--- config.mk ---
export PLATFORM = sky130hd
export DESIGN_NAME = vga_sprite_compositor_flat
export DESIGN_NICKNAME = d
export VERILOG_FILES = /design/src/rtl/vga_sprite_compositor_pkg.sv /design/src/rtl/vga_sprite_compositor_if.sv /design/src/rtl/vga_sprite_compositor_hit_unit.sv /design/src/rtl/vga_sprite_compositor.sv /design/src/flat_wrapper.sv
export SDC_FILE = /design/constraint.sdc
export NUM_CORES = 1
export LEC_CHECK = 0
export ABC_AREA = 1
export BUFFER_PORTS_ARGS = -buffer_cell sky130_fd_sc_hd__buf_2
export CAP_MARGIN = 20
export CORE_MARGIN = 4
export CORE_UTILIZATION = 35
export DETAILED_ROUTE_END_ITERATION = 8
export GPL_TIMING_DRIVEN = 0
export PLACE_DENSITY_LB_ADDON = 0.3
export RECOVER_POWER = 50
export SLEW_MARGIN = 15
export SYNTH_ARGS = -nofsm -noshare
export SYNTH_HDL_FRONTEND = slang
export SYNTH_SLANG_ARGS = --single-unit
--- constraint.sdc ---
create_clock -name clk -period 15.7 [get_ports clk]
set_input_delay 2.355 -clock clk [delete_from_list [all_inputs] [get_ports clk]]
set_output_delay 2.355 -clock clk [all_outputs]
set_load 0.02 [all_outputs]
--- src/rtl/vga_sprite_compositor_pkg.sv ---
// Shared types and constants for the VGA sprite compositor: register field codes,
// the background register address and the RGB565 -> RGB888 widening function.
package vga_sprite_pkg;

  typedef struct packed {
    logic [4:0] r;
    logic [5:0] g;
    logic [4:0] b;
  } rgb565_t;

  typedef struct packed {
    logic [7:0] r;
    logic [7:0] g;
    logic [7:0] b;
  } rgb888_t;

  typedef enum logic [1:0] {
    F_X    = 2'd0,
    F_Y    = 2'd1,
    F_CTRL = 2'd2,
    F_RSVD = 2'd3
  } field_e;

  localparam logic [8:0] BG_ADDR = 9'h1FF;
  localparam logic [9:0] VACTIVE = 10'd480;

  // Bit replication so that full-scale 565 maps to full-scale 888.
  function automatic rgb888_t rgb565_to_888(input rgb565_t c);
    rgb888_t o;
    o.r = {c.r, c.r[4:2]};
    o.g = {c.g, c.g[5:4]};
    o.b = {c.b, c.b[4:2]};
    return o;
  endfunction

endpackage

--- src/rtl/vga_sprite_compositor_if.sv ---
// Avalon-MM write-only slave bus carrying the sprite register writes.
interface vga_sprite_compositor_if;
  logic        chipselect;
  logic        write;
  logic [8:0]  address;
  logic [31:0] writedata;

  modport master (output chipselect, write, address, writedata);
  modport slave  (input  chipselect, write, address, writedata);
endinterface

--- src/rtl/vga_sprite_compositor_hit_unit.sv ---
// One sprite's active (displayed) registers plus the S0 bounds test and ROM address
// calculation; hit and address are registered so the ROM sees them one clock later.
module sprite_hit_unit
  import vga_sprite_pkg::*;
#(
  parameter int SPR_W   = 32,
  parameter int SPR_H   = 32,
  parameter int NFRAMES = 4,
  parameter int AW      = 12,
  parameter int FW      = 2
) (
  input  logic          clk,
  input  logic          reset,
  input  logic          i_latch,
  input  logic [10:0]   i_pendX,
  input  logic [9:0]    i_pendY,
  input  logic [FW-1:0] i_pendFrame,
  input  logic          i_pendEn,
  input  logic [9:0]    i_px,
  input  logic [9:0]    i_vcount,
  output logic          o_hit,
  output logic [AW-1:0] o_romAddr
);

  logic [10:0]   r_actX;
  logic [9:0]    r_actY;
  logic [FW-1:0] r_actFrame;
  logic          r_actEn;

  logic [11:0] w_px;
  logic [11:0] w_vy;
  logic [11:0] w_x;
  logic [11:0] w_y;
  logic [11:0] w_col;
  logic [11:0] w_row;
  logic        w_hit;

  always_ff @(posedge clk or posedge reset) begin
    if (reset) begin
      r_actX     <= '0;
      r_actY     <= '0;
      r_actFrame <= '0;
      r_actEn    <= 1'b0;
    end else if (i_latch) begin
      r_actX     <= i_pendX;
      r_actY     <= i_pendY;
      r_actFrame <= i_pendFrame;
      r_actEn    <= i_pendEn;
    end
  end

  // 12-bit compares so X+SPR_W never wraps: sprites past the right/bottom edge clip.
  assign w_px  = {2'b00, i_px};
  assign w_vy  = {2'b00, i_vcount};
  assign w_x   = {1'b0, r_actX};
  assign w_y   = {2'b00, r_actY};
  assign w_col = w_px - w_x;
  assign w_row = w_vy - w_y;
  assign w_hit = r_actEn
              && (w_px >= w_x) && (w_px < w_x + 12'(SPR_W))
              && (w_vy >= w_y) && (w_vy < w_y + 12'(SPR_H));

  always_ff @(posedge clk or posedge reset) begin
    if (reset) begin
      o_hit     <= 1'b0;
      o_romAddr <= '0;
    end else begin
      o_hit     <= w_hit;
      o_romAddr <= AW'(32'(r_actFrame) * 32'(SPR_W * SPR_H)
                     + 32'(w_row) * 32'(SPR_W) + 32'(w_col));
    end
  end

endmodule

--- src/rtl/vga_sprite_compositor.sv ---
// N-sprite compositor: double-buffered sprite registers, per-sprite ROM lookup, and a
// 3-clock pipeline resolving transparency/priority into RGB888 with matched syncs.
module vga_sprite_compositor
  import vga_sprite_pkg::*;
#(
  parameter int          NSPR    = 5,
  parameter int          SPR_W   = 32,
  parameter int          SPR_H   = 32,
  parameter int          NFRAMES = 4,
  parameter logic [15:0] TRANSP  = 16'hF81F,
  localparam int         AW      = $clog2(NFRAMES * SPR_W * SPR_H)
) (
  input  logic                   clk,
  input  logic                   reset,
  vga_sprite_compositor_if.slave bus,
  input  logic [10:0]            hcount,
  input  logic [9:0]             vcount,
  input  logic                   hs_in,
  input  logic                   vs_in,
  input  logic                   blank_n_in,
  output logic [NSPR*AW-1:0]     rom_addr,
  input  logic [NSPR*16-1:0]     rom_data,
  output logic [7:0]             VGA_R,
  output logic [7:0]             VGA_G,
  output logic [7:0]             VGA_B,
  output logic                   VGA_HS,
  output logic                   VGA_VS,
  output logic                   VGA_BLANK_n
);

  localparam int FW = (NFRAMES > 1) ? $clog2(NFRAMES) : 1;

  logic [10:0]   r_pendX     [NSPR];
  logic [9:0]    r_pendY     [NSPR];
  logic [FW-1:0] r_pendFrame [NSPR];
  logic          r_pendEn    [NSPR];
  logic [15:0]   r_pendBg;
  logic [15:0]   r_actBg;

  logic          w_wr;
  logic          w_latch;
  logic [6:0]    w_sprIdx;
  field_e        w_field;
  logic          w_unused;

  logic [NSPR-1:0] w_hitS0;
  logic [NSPR-1:0] r_hitS1;
  logic r_hsS0, r_vsS0, r_blankS0;
  logic r_hsS1, r_vsS1, r_blankS1;

  rgb565_t w_color;
  rgb888_t w_rgb;

  assign w_wr     = bus.chipselect && bus.write;
  assign w_sprIdx = bus.address[8:2];
  assign w_field  = field_e'(bus.address[1:0]);
  assign w_latch  = (vcount == VACTIVE) && (hcount == 11'd0);
  assign w_unused = ^bus.writedata[31:16];

  // Bus writes only ever touch the pending copy; the latch reads the pre-write value.
  always_ff @(posedge clk or posedge reset) begin
    if (reset) begin
      for (int i = 0; i < NSPR; i++) begin
        r_pendX[i]     <= '0;
        r_pendY[i]     <= '0;
        r_pendFrame[i] <= '0;
        r_pendEn[i]    <= 1'b0;
      end
      r_pendBg <= '0;
    end else if (w_wr) begin
      if (bus.address == BG_ADDR) begin
        r_pendBg <= bus.writedata[15:0];
      end else begin
        for (int i = 0; i < NSPR; i++) begin
          if (w_sprIdx == 7'(i)) begin
            case (w_field)
              F_X:     r_pendX[i] <= bus.writedata[10:0];
              F_Y:     r_pendY[i] <= bus.writedata[9:0];
              F_CTRL: begin
                r_pendFrame[i] <= bus.writedata[FW:1];
                r_pendEn[i]    <= bus.writedata[0];
              end
              default: ;
            endcase
          end
        end
      end
    end
  end

  always_ff @(posedge clk or posedge reset) begin
    if (reset) begin
      r_actBg <= '0;
    end else if (w_latch) begin
      r_actBg <= r_pendBg;
    end
  end

  for (genvar g = 0; g < NSPR; g++) begin : g_spr
    sprite_hit_unit #(
      .SPR_W   (SPR_W),
      .SPR_H   (SPR_H),
      .NFRAMES (NFRAMES),
      .AW      (AW),
      .FW      (FW)
    ) u_hit (
      .clk         (clk),
      .reset       (reset),
      .i_latch     (w_latch),
      .i_pendX     (r_pendX[g]),
      .i_pendY     (r_pendY[g]),
      .i_pendFrame (r_pendFrame[g]),
      .i_pendEn    (r_pendEn[g]),
      .i_px        (hcount[10:1]),
      .i_vcount    (vcount),
      .o_hit       (w_hitS0[g]),
      .o_romAddr   (rom_addr[g*AW +: AW])
    );
  end

  // Syncs and hits ride alongside the ROM access so everything lands on the same clock.
  always_ff @(posedge clk or posedge reset) begin
    if (reset) begin
      r_hsS0    <= 1'b1;
      r_vsS0    <= 1'b1;
      r_blankS0 <= 1'b0;
      r_hsS1    <= 1'b1;
      r_vsS1    <= 1'b1;
      r_blankS1 <= 1'b0;
      r_hitS1   <= '0;
    end else begin
      r_hsS0    <= hs_in;
      r_vsS0    <= vs_in;
      r_blankS0 <= blank_n_in;
      r_hsS1    <= r_hsS0;
      r_vsS1    <= r_vsS0;
      r_blankS1 <= r_blankS0;
      r_hitS1   <= w_hitS0;
    end
  end

  // Scanning from the top index down lets the lowest opaque sprite overwrite the rest.
  always_comb begin
    w_color = rgb565_t'(r_actBg);
    for (int i = NSPR - 1; i >= 0; i--) begin
      if (r_hitS1[i] && (rom_data[i*16 +: 16] != TRANSP)) begin
        w_color = rgb565_t'(rom_data[i*16 +: 16]);
      end
    end
  end

  assign w_rgb = rgb565_to_888(w_color);

  always_ff @(posedge clk or posedge reset) begin
    if (reset) begin
      VGA_R       <= 8'd0;
      VGA_G       <= 8'd0;
      VGA_B       <= 8'd0;
      VGA_HS      <= 1'b1;
      VGA_VS      <= 1'b1;
      VGA_BLANK_n <= 1'b0;
    end else begin
      VGA_R       <= r_blankS1 ? w_rgb.r : 8'd0;
      VGA_G       <= r_blankS1 ? w_rgb.g : 8'd0;
      VGA_B       <= r_blankS1 ? w_rgb.b : 8'd0;
      VGA_HS      <= r_hsS1;
      VGA_VS      <= r_vsS1;
      VGA_BLANK_n <= r_blankS1;
    end
  end

endmodule

--- src/flat_wrapper.sv ---
// flat-port wrapper written by rule: the top's interface ports become plain ports
module vga_sprite_compositor_flat import vga_sprite_pkg::*;
#(
  parameter int          NSPR    = 5,
  parameter int          SPR_W   = 32,
  parameter int          SPR_H   = 32,
  parameter int          NFRAMES = 4,
  parameter logic [15:0] TRANSP  = 16'hF81F,
  localparam int         AW      = $clog2(NFRAMES * SPR_W * SPR_H)
)
  (clk, reset, hcount, vcount, hs_in, vs_in, blank_n_in, rom_addr, rom_data, VGA_R, VGA_G, VGA_B, VGA_HS, VGA_VS, VGA_BLANK_n, bus_chipselect, bus_write, bus_address, bus_writedata);
  vga_sprite_compositor_if bus_i ();
  input  logic clk;
  input  logic reset;
  input  logic [10:0] hcount;
  input  logic [9:0] vcount;
  input  logic hs_in;
  input  logic vs_in;
  input  logic blank_n_in;
  output logic [NSPR*AW-1:0] rom_addr;
  input  logic [NSPR*16-1:0] rom_data;
  output logic [7:0] VGA_R;
  output logic [7:0] VGA_G;
  output logic [7:0] VGA_B;
  output logic VGA_HS;
  output logic VGA_VS;
  output logic VGA_BLANK_n;
  input wire logic [$bits(bus_i.chipselect)-1:0] bus_chipselect;
  input wire logic [$bits(bus_i.write)-1:0] bus_write;
  input wire logic [$bits(bus_i.address)-1:0] bus_address;
  input wire logic [$bits(bus_i.writedata)-1:0] bus_writedata;
  assign bus_i.chipselect = bus_chipselect;
  assign bus_i.write = bus_write;
  assign bus_i.address = bus_address;
  assign bus_i.writedata = bus_writedata;
  vga_sprite_compositor #(.NSPR(NSPR), .SPR_W(SPR_W), .SPR_H(SPR_H), .NFRAMES(NFRAMES), .TRANSP(TRANSP)) u_core (.clk(clk), .reset(reset), .bus(bus_i), .hcount(hcount), .vcount(vcount), .hs_in(hs_in), .vs_in(vs_in), .blank_n_in(blank_n_in), .rom_addr(rom_addr), .rom_data(rom_data), .VGA_R(VGA_R), .VGA_G(VGA_G), .VGA_B(VGA_B), .VGA_HS(VGA_HS), .VGA_VS(VGA_VS), .VGA_BLANK_n(VGA_BLANK_n));
endmodule
==> parameters.txt <==
Parameter                              Value

Clock network
  Count of hold-fix buffers inserted at cts    0
  Post-CTS setup buffers    0
  CTS buffer count    43
  Clock latency reported for the late side of the worst-skew pair    approximately 0.58 ns
  Clk slew on worst S/H paths    0.06 ns
  CTS tree    yes
  CTS Sinks    around 370
  Clock Path Buffers    3
  Count of instances resized after the clock tree is built    0
  H-tree depth    2
  Root cell of the clock tree    sky130_fd_sc_hd__clkbuf_16

Power and ir drop
  Areal power density over the cells    between 90 and 100 nW/um^2
  Max rail drop VDD    around 0.079 mV
  PnR Total Power    around 0.0025 W
  Pleak    roughly 13 nW

Routing
  First-iteration detailed-routing DRC count    about 1100
  Average via count per standard cell    4.90
  DRC violations left    0
  Number of search-and-repair iterations in the first detailed-routing pass    5
  Post-route ant nets    0
  Total Wirelength    66800 um
  Vias    around 18000
  Avg WL per Cell    18.5 um

Hold path
  Worst Hold End    u_core.r_hitS1[0]
  Min-delay worst type    reg -> reg
  Worst Hold Path Cells    0
  Worst Min Path Start    u_core.g_spr[0].u_hit.o_hit

Yosys
  Count of yosys warnings during synthesis    0
  Yosys top cell by area    sky130_fd_sc_hd__dfrtp_1
  Number of flops mapped to enable cells by yosys    0
  Most frequent cells after synthesis    sky130_fd_sc_hd__nand2_1 (397), sky130_fd_sc_hd__dfrtp_1 (361), sky130_fd_sc_hd__inv_1 (346)
  Share of the yosys chip area belonging to registers    roughly 40%
  Flip-flop cell with the highest count after synthesis    sky130_fd_sc_hd__dfrtp_1
  Cells taking the most area after synthesis    sky130_fd_sc_hd__dfrtp_1 (40%), sky130_fd_sc_hd__ha_1 (12%), sky130_fd_sc_hd__nand2_1 (6.6%)
  Avg Cell Area, Syn    slightly above 9 um^2
  Count of different cell masters after synthesis    43
  Share of the synthesized area in the top cell type    between 30% and 40%
  Number of storage elements in the synthesis netlist    approximately 370
  Share of flip-flops with an asynchronous set or reset    100%
  Synthesized netlist net count    between 2000 and 3000
  Most common cell in the synthesized netlist    sky130_fd_sc_hd__nand2_1
  Cells after synthesis    2454
  Mapped cell area    roughly 23000 um^2

GRT
  Number of antenna violations at the first check in global routing    4
  GRT Util Overall    between 10% and 20%
  Maximum number of pins on one net before global-route repair    ~110
  Most used routing layer    met2
  Grt total ovfl    0
  First-pass GRT wire length    approximately 100000 um
  GR Layer Usage met2    31.0%
  Via count of the first global-routing pass    about 18000
  Grt met3 use    3.80%
  Met1 Track Usage GR    25.6%

Floorplanning
  Starting density of the core    roughly a third
  Die extent in x    around 260 um
  Floorplan die height    around 260 um
  Core Footprint    roughly 64000 um^2
  Area enclosed by the die boundary    69100 um^2
  Placement row count    93
  Number of top-level pins    about 240

Cells and area
  Final core occ    around two fifths
  Share of cells above drive strength 1    17.4%
  Net count reported at finish    between 3000 and 4000
  Final standard cell count with taps included and fillers excluded    3608
  Fill cells    6459
  Layout area overhead    16.1%

Placed design
  Cell total after placement    approximately 3500
  Routability Congestion    ~0.90
  Number of buffers inserted by port buffering    around 220
  Detailed-placement wirelength estimate    ~50000 um
  Post-place setup slack    about 9.9 ns

Timing
  Max-slew headroom    -173%
  Setup-failing EPs final    0
  Period Utilization, post-route    between 50 and 60%
  Highest attainable clock frequency    between 100 and 150 MHz
  Max Clock Skew    about 0.023 ns
  Measured slew at the worst slew-check pin    around 4.1 ns
  Final hold violations    0
  Setup ws final    about 7.4 ns
  RSZ-0062 raised after global routing    false
  Pins Over Slew Limit    154
  Setup Total Neg Slack    0 ns
  Clock period minus final worst setup slack    around 8.3 ns

Worst setup path
  Worst R2R Path Depth    15
  Worst-case register-to-register setup slack    12.43 ns
  Type of origin of the critical path    input port
  Startpoint of the lowest-slack register-to-register path    u_core.g_spr[3].u_hit.r_actY[2]
  Required time reported for the critical path endpoint    15.42 ns
  Critical path capture point type    async pin
  WS Path Type    in -> async
  Maximum fanout count along the critical path    108
  Data arrival time of the critical path    around 8 ns
  R2r endpoint    u_core.g_spr[3].u_hit.o_romAddr[11]

Flow run
  Reported max-cap violation count    2

Run status
  Result of the run    complete, but fails checks
  Violations in the final reports    max-capacitance violations, max-slew violations
where the power goes:
| part | internal, W | total [W] | switching [W] |
|---|---|---|---|
| combinational | 0.000149 | 0.000436 | 0.000287 |
| clock | 0.000596 | 0.00101 | 0.000415 |
| sequential | 0.000997 | 0.00101 | 0.0000131 |
cell type report:
class / count / area (um^2) / area share, %
Antenna cell: 1 / 2.50 / 0.00948
Tap cell: 855 / 1070 / 4.05
Clock buffer: 59 / 1230 / 4.65
Clock inverter: 14 / 176 / 0.668
Buffer: 72 / 359 / 1.36
Sequential cell: 367 / 9190 / 34.8
Multi-Input combinational cell: 1666 / 11900 / 45.0
Inverter: 349 / 1310 / 4.97
Timing Repair Buffer: 225 / 1190 / 4.50
critical path, cell delays in order:
cell and delay (ns):
sky130_fd_sc_hd__buf_2 0.10, sky130_fd_sc_hd__clkinvlp_2 2.03, sky130_fd_sc_hd__buf_16 0.46, sky130_fd_sc_hd__clkbuf_1 2.90
worst max path at each step:
stage | startpoint | endpoint
after floorplan | reset | u_core.VGA_BLANK_n
after global placement | reset | u_core.g_spr[2].u_hit.o_romAddr[6]
after detailed placement | vcount[1] | u_core.g_spr[4].u_hit.o_romAddr[10]
after CTS | vcount[1] | u_core.g_spr[4].u_hit.o_romAddr[10]
after global routing | reset | u_core.r_hitS1[4]
final | reset | u_core.r_pendBg[13]
logic make-up after synthesis:
group / synth area share, %
AND/OR/NAND/NOR: 15.1
buffers and inverters: 7.34
flip-flops: 40.4
AO/OA/AOI/OAI: 8.66
adder cells (fa/ha/maj): 16.8
multiplexers: 7.65
XOR/XNOR: 3.97
metal layers:
layer	wire length, um	vias to the layer above
met3	3570	117
met2	30600	425
met1	30400	8486
li1	-	8634
met4	2180	0
met5	0	-
state kept, by name, indices dropped and copies added (netlist names), 6 cells and up:
signal and count:
u_core.g_spr.u_hit.r_actY 50, u_core.r_actBg 16, u_core.g_spr.u_hit.r_actX 55, u_core.g_spr.u_hit.r_actFrame 10
u_core.r_pendFrame 10, u_core.r_pendY 50, u_core.VGA_G 6, u_core.r_pendBg 16
u_core.g_spr.u_hit.o_romAddr 60, u_core.r_pendX 55
cells in the final DEF (no fill, tap or decap), types with 11 or more instances in the layout:
master                      instances
sky130_fd_sc_hd__clkbuf_1          53
sky130_fd_sc_hd__nor2_1           120
sky130_fd_sc_hd__nand3_1          173
sky130_fd_sc_hd__mux2_2           101
sky130_fd_sc_hd__nand4_1           41
sky130_fd_sc_hd__xor2_1            60
sky130_fd_sc_hd__buf_2            229
sky130_fd_sc_hd__xnor2_1           43
sky130_fd_sc_hd__o21a_1            12
sky130_fd_sc_hd__dfrtp_1          361
sky130_fd_sc_hd__ha_1             210
sky130_fd_sc_hd__nand2_1          397
sky130_fd_sc_hd__fa_1              60
sky130_fd_sc_hd__inv_1            345
sky130_fd_sc_hd__or2_2             12
sky130_fd_sc_hd__o21ai_0          192
sky130_fd_sc_hd__mux2_4            40
sky130_fd_sc_hd__clkbuf_16         43
sky130_fd_sc_hd__a21o_1            11
sky130_fd_sc_hd__nor3_1            29
sky130_fd_sc_hd__a21oi_1          102
per-stage QoR:
step                      cell area [um^2]  hold slack, ns
final                                26400           0.348
after global routing                 26400           0.360
after CTS                            26400           0.350
after detailed placement             25000           0.337
after global placement               24900           0.334
after floorplan                      22700           0.331
Power figures use the tool's default switching activity.
